--- src/rtl/button_conditioner.sv ---
// button_conditioner: synchronise, debounce and pulse-convert three push-buttons.
// Define BUTTON_REPEAT_EN to add hold-to-repeat pulses on the value channel.
module button_conditioner #(
    parameter int SYNC_STAGES     = 2,
    parameter int DEBOUNCE_CYCLES = 500000,
    parameter int REPEAT_DELAY    = 50000000,
    parameter int REPEAT_PERIOD   = 20000000
) (
    input  logic       CLK,
    input  logic       RST,
    input  logic       ButtonModeRaw,
    input  logic       ButtonDigitRaw,
    input  logic       ButtonValueRaw,
    output logic       ButtonMode,
    output logic       ButtonDigit,
    output logic       ButtonValue,
    output logic [2:0] Held
);
    typedef enum logic [1:0] {IDLE, PRESS_WAIT, PRESSED, RELEASE_WAIT} state_t;

    localparam int CW = $clog2(DEBOUNCE_CYCLES);
    localparam logic [CW-1:0] TERM = CW'(DEBOUNCE_CYCLES - 1);

    logic [2:0]             raw, s;
    logic [SYNC_STAGES-1:0] sync_q [3], sync_d [3];
    state_t                 state_q [3], state_d [3];
    logic [CW-1:0]          cnt_q [3], cnt_d [3];
    logic [2:0]             pulse_q, pulse_d, held_q, held_d;

`ifdef BUTTON_REPEAT_EN
    localparam int RMAX = (REPEAT_DELAY > REPEAT_PERIOD) ? REPEAT_DELAY : REPEAT_PERIOD;
    localparam int RW   = $clog2(RMAX + 1);
    logic [RW-1:0] rpt_q, rpt_d;
    logic          first_q, first_d;
`endif

    assign raw = {ButtonValueRaw, ButtonDigitRaw, ButtonModeRaw};

    always_comb begin
        for (int i = 0; i < 3; i++) begin
            sync_d[i]  = {sync_q[i][SYNC_STAGES-2:0], raw[i]};
            s[i]       = sync_q[i][SYNC_STAGES-1];
            state_d[i] = state_q[i];
            cnt_d[i]   = cnt_q[i];
            pulse_d[i] = 1'b0;
            held_d[i]  = held_q[i];
            case (state_q[i])
                IDLE: if (s[i]) begin
                    state_d[i] = PRESS_WAIT;
                    cnt_d[i]   = CW'(1);
                end
                PRESS_WAIT: if (!s[i]) begin
                    state_d[i] = IDLE;
                    cnt_d[i]   = '0;
                end else if (cnt_q[i] == TERM) begin
                    state_d[i] = PRESSED;
                    cnt_d[i]   = '0;
                    pulse_d[i] = 1'b1;
                    held_d[i]  = 1'b1;
                end else begin
                    cnt_d[i] = cnt_q[i] + CW'(1);
                end
                PRESSED: if (!s[i]) begin
                    state_d[i] = RELEASE_WAIT;
                    cnt_d[i]   = CW'(1);
                end
                RELEASE_WAIT: if (s[i]) begin
                    state_d[i] = PRESSED;
                    cnt_d[i]   = '0;
                end else if (cnt_q[i] == TERM) begin
                    state_d[i] = IDLE;
                    cnt_d[i]   = '0;
                    held_d[i]  = 1'b0;
                end else begin
                    cnt_d[i] = cnt_q[i] + CW'(1);
                end
                default: state_d[i] = IDLE;
            endcase
        end
`ifdef BUTTON_REPEAT_EN
        // counter restarts after each repeat; first_q selects delay vs period target
        rpt_d   = rpt_q;
        first_d = first_q;
        if (state_q[2] == PRESSED) begin
            if (int'(rpt_q) == (first_q ? REPEAT_PERIOD : REPEAT_DELAY) - 1) begin
                pulse_d[2] = 1'b1;
                rpt_d      = '0;
                first_d    = 1'b1;
            end else begin
                rpt_d = rpt_q + RW'(1);
            end
        end else if (state_q[2] == IDLE) begin
            rpt_d   = '0;
            first_d = 1'b0;
        end
`endif
    end

    always_ff @(posedge CLK) begin
        if (!RST) begin
            pulse_q <= '0;
            held_q  <= '0;
            for (int i = 0; i < 3; i++) begin
                sync_q[i]  <= '0;
                state_q[i] <= IDLE;
                cnt_q[i]   <= '0;
            end
`ifdef BUTTON_REPEAT_EN
            rpt_q   <= '0;
            first_q <= 1'b0;
`endif
        end else begin
            pulse_q <= pulse_d;
            held_q  <= held_d;
            sync_q  <= sync_d;
            state_q <= state_d;
            cnt_q   <= cnt_d;
`ifdef BUTTON_REPEAT_EN
            rpt_q   <= rpt_d;
            first_q <= first_d;
`endif
        end
    end

    assign ButtonMode  = pulse_q[0];
    assign ButtonDigit = pulse_q[1];
    assign ButtonValue = pulse_q[2];
    assign Held        = held_q;
endmodule
--- config.mk ---
export PLATFORM = sky130hd
export DESIGN_NAME = button_conditioner
export DESIGN_NICKNAME = d
export VERILOG_FILES = /design/src/rtl/button_conditioner.sv
export SDC_FILE = /design/constraint.sdc
export NUM_CORES = 1
export LEC_CHECK = 0
export CORE_MARGIN = 2
export CORE_UTILIZATION = 60
export DETAILED_ROUTE_END_ITERATION = 6
export MAX_ROUTING_LAYER = met4
export PLACE_DENSITY_LB_ADDON = 0.12
export SKIP_CTS_REPAIR_TIMING = 1
export SLEW_MARGIN = 20
export SYNTH_ARGS = -nofsm -noshare
export SYNTH_HDL_FRONTEND = slang
export SYNTH_SLANG_ARGS = --single-unit
--- constraint.sdc ---
create_clock -name CLK -period 3.2 [get_ports CLK]
set_input_delay 0.48 -clock CLK [delete_from_list [all_inputs] [get_ports CLK]]
set_output_delay 0.48 -clock CLK [all_outputs]
set_load 0.03 [all_outputs]
==> results.toml <==
[outcome]
outcome = "completed"

[placement]
port_buffers = 10
dpl_cell_area_sq_um = 3630
place.gp.congestion = 0.893
hpwl_um = 4830

[pwr]
finalPower_mw = 2.00
p_leak_nw = 1.29
cellPowerDensity_nw_per_um2 = 512
vdd_ir_drop_max_mv = 0.340

[clocking]
clk_latency_ns = 0.35
clock_sinks = 75
cts-root-buf = "clkbuf_8"
cts.clk_slew.worst_paths_ns = 0.07
cts_max_path_buffers = 2
cts.htree.levels = 3
cts_tree = "done"
cts_buffers = 9

[synth]
async_reset_ff_share_pct = 0
yosysSeqAreaShare_pct = 43.2
syn_area_per_cell_sq_um = 8.53
ys_types = 48
ys.flop_type = "dfxtp_1"
synth_area_sq_um = 3480
yosys_warnings = 0
yosysTopAreaCell = "dfxtp_1"
synth_top_area_share_pct = 43.2
netlist_instances = 408
synth_edf_count = 0
yosysMostFrequentCell = "dfxtp_1"
syn_nets = 417
synth_common_cells = "dfxtp_1 (75), nor2_1 (61), nand2_1 (38)"
ys_top_cells_by_area = "dfxtp_1 (43%), nor2_1 (6.6%), xor2_1 (5.5%)"
ys_ff_latch = 75

[critical_path]
critPathKind = "reg -> reg"
cp_slowest_stage_delay_ns = 0.63
crit_path_cell_trace = "nand2_1 > nor4_1 > a311oi_2 > o21ai_2 > nor2_1"
path_max_fanout = 15
crit_required_ns = 3.41
cp_top_family = "compound AO/OA/AOI/OAI gates"
crit_path_start_kind = "register"
crit_path_end_kind = "register"
slowest_stage = "nor4_1"
crit_buf_inv = 0
arrival_ns = 2.50

[die]
num_rows = 27
core_area_sq_um = 5540
start_util_pct = 62.8
pin_count = 11
dieArea_sq_um = 6420
dieWidth_um = 80.1
die_h_um = 80.1

[finish]
area_growth_pct = 12.4
layout-drive-gt1-share_pct = 5.42
fin_nets = 429
fin_area_sq_um = 3910
antenna_cells = 0

[sta]
max_slew_margin_pct = 47.9
finalHoldViolCount = 0
fmax_ghz = 0.437
min_period_ns = 2.29
min_period_over_period_pct = 71.5
hold_slack_ns = 0.436
rsz0062_at_grt = "no"
tightest_slew_ns = 0.774
setup_tns_ns = 0
finalMaxSlewViolations = 0
setup_viol = 0
finClkSkew_ns = 0.00584

[drt]
drc = 0
post_drt_via_cell_ratio = 5.95
drt_iter0_markers = 141
ant_nets = 0
drtPass1Iterations = 5
vias = 2951
post_drt_wl_per_cell_um = 14.2
finalWirelength_um = 7040

[grt]
grt_max_degree = 28
grt.overflow.total = 0
antenna_found_initial = 0
grt_pass1_vias = 2724
grt_pass1_wl_um = 12400
grt_usage_pct = 25.0

[hold_path]
min_path_type = "reg -> reg"

[flow_run]
drv_cap = 0
[placed cells by master, fill, tap and decap left out, types with 10 or more instances in the layout]
cell	count
xor2_1	22
nor2_1	61
nand4_1	13
nand3_1	29
xnor2_1	17
a31oi_1	11
nand2_1	38
o21ai_0	10
a21oi_1	12
dfxtp_1	75
nor3_1	12
clkdlybuf4s50_1	10
[metal layers]
| metal | share of wire [%] | global-route usage [%] | vias to the layer above |
|---|---|---|---|
| li1 | - | - | 1493 |
| met1 | 47 | 32.8 | 1384 |
| met2 | 47 | 37.7 | 66 |
| met3 | 4.2 | 7.08 | 8 |
| met4 | 1.1 | 7.63 | 0 |
| met5 | 0 | - | - |
[worst paths after layout]
check | start | to | slack [ns] | cells after the start
hold / removal | sync_d[1] | s[2] | 0.44 | 1
setup / recovery | cnt_q[4] | cnt_q[15] | 0.91 | 5
setup reg to reg | cnt_q[4] | cnt_q[15] | 0.91 | 5
hold reg to reg | sync_d[1] | s[2] | 0.44 | 1
[cells by family (layout without fill, tap and decap cells)]
| logic type | after synthesis | after routing | synth area share (%) |
|---|---|---|---|
| AND/OR/NAND/NOR | 204 | 204 | 29.5 |
| AO/OA/AOI/OAI | 65 | 65 | 13.3 |
| buffers and inverters | 19 | 35 | 2.23 |
| multiplexers | 2 | 2 | 0.576 |
| adder cells (fa/ha/maj) | 4 | 4 | 1.44 |
| flip-flops | 75 | 75 | 43.2 |
| XOR/XNOR | 39 | 39 | 9.82 |
[report_power, final]
part / total, mW / internal, mW / switching, mW / leakage [nW]
clock: 1.01 / 0.672 / 0.337 / 0.137
sequential: 0.946 / 0.939 / 0.00655 / 0.606
combinational: 0.0487 / 0.0155 / 0.0332 / 0.552
[layout make-up]
type                       count  area [sq um]
inverter                       9          33.8
clock buffer                  10           128
fill                         473          1630
sequential                    75          1500
timing repair buffer          11           108
tap                           72          90.1
multi-input combinational    314          1900
clock inverter                 5           150
[stage by stage]
step	cells	util (%)	setup WS [ns]
2_1_floorplan	408	-	1.46
3_3_place_gp	481	65.6	0.987
3_5_place_dp	481	65.6	0.935
4_1_cts	496	70.6	0.923
5_1_grt	496	70.6	0.765
6_report	496	70.6	0.913
[state kept, by name, indices dropped and copies added, names as in the netlist, named ones only]
signal and flops:
s 3, cnt_q 57, pulse_q 3, Held 3, state_q 3, sync_d 3
[worst reg2reg max path, stage by stage (launching register included)]
cell      delay (ns)
dfxtp_1         0.43
nand2_1         0.08
nor4_1          0.63
a311oi_2        0.29
o21ai_2         0.59
nor2_1          0.12
Note: power is estimated with default switching activity, not from simulation.
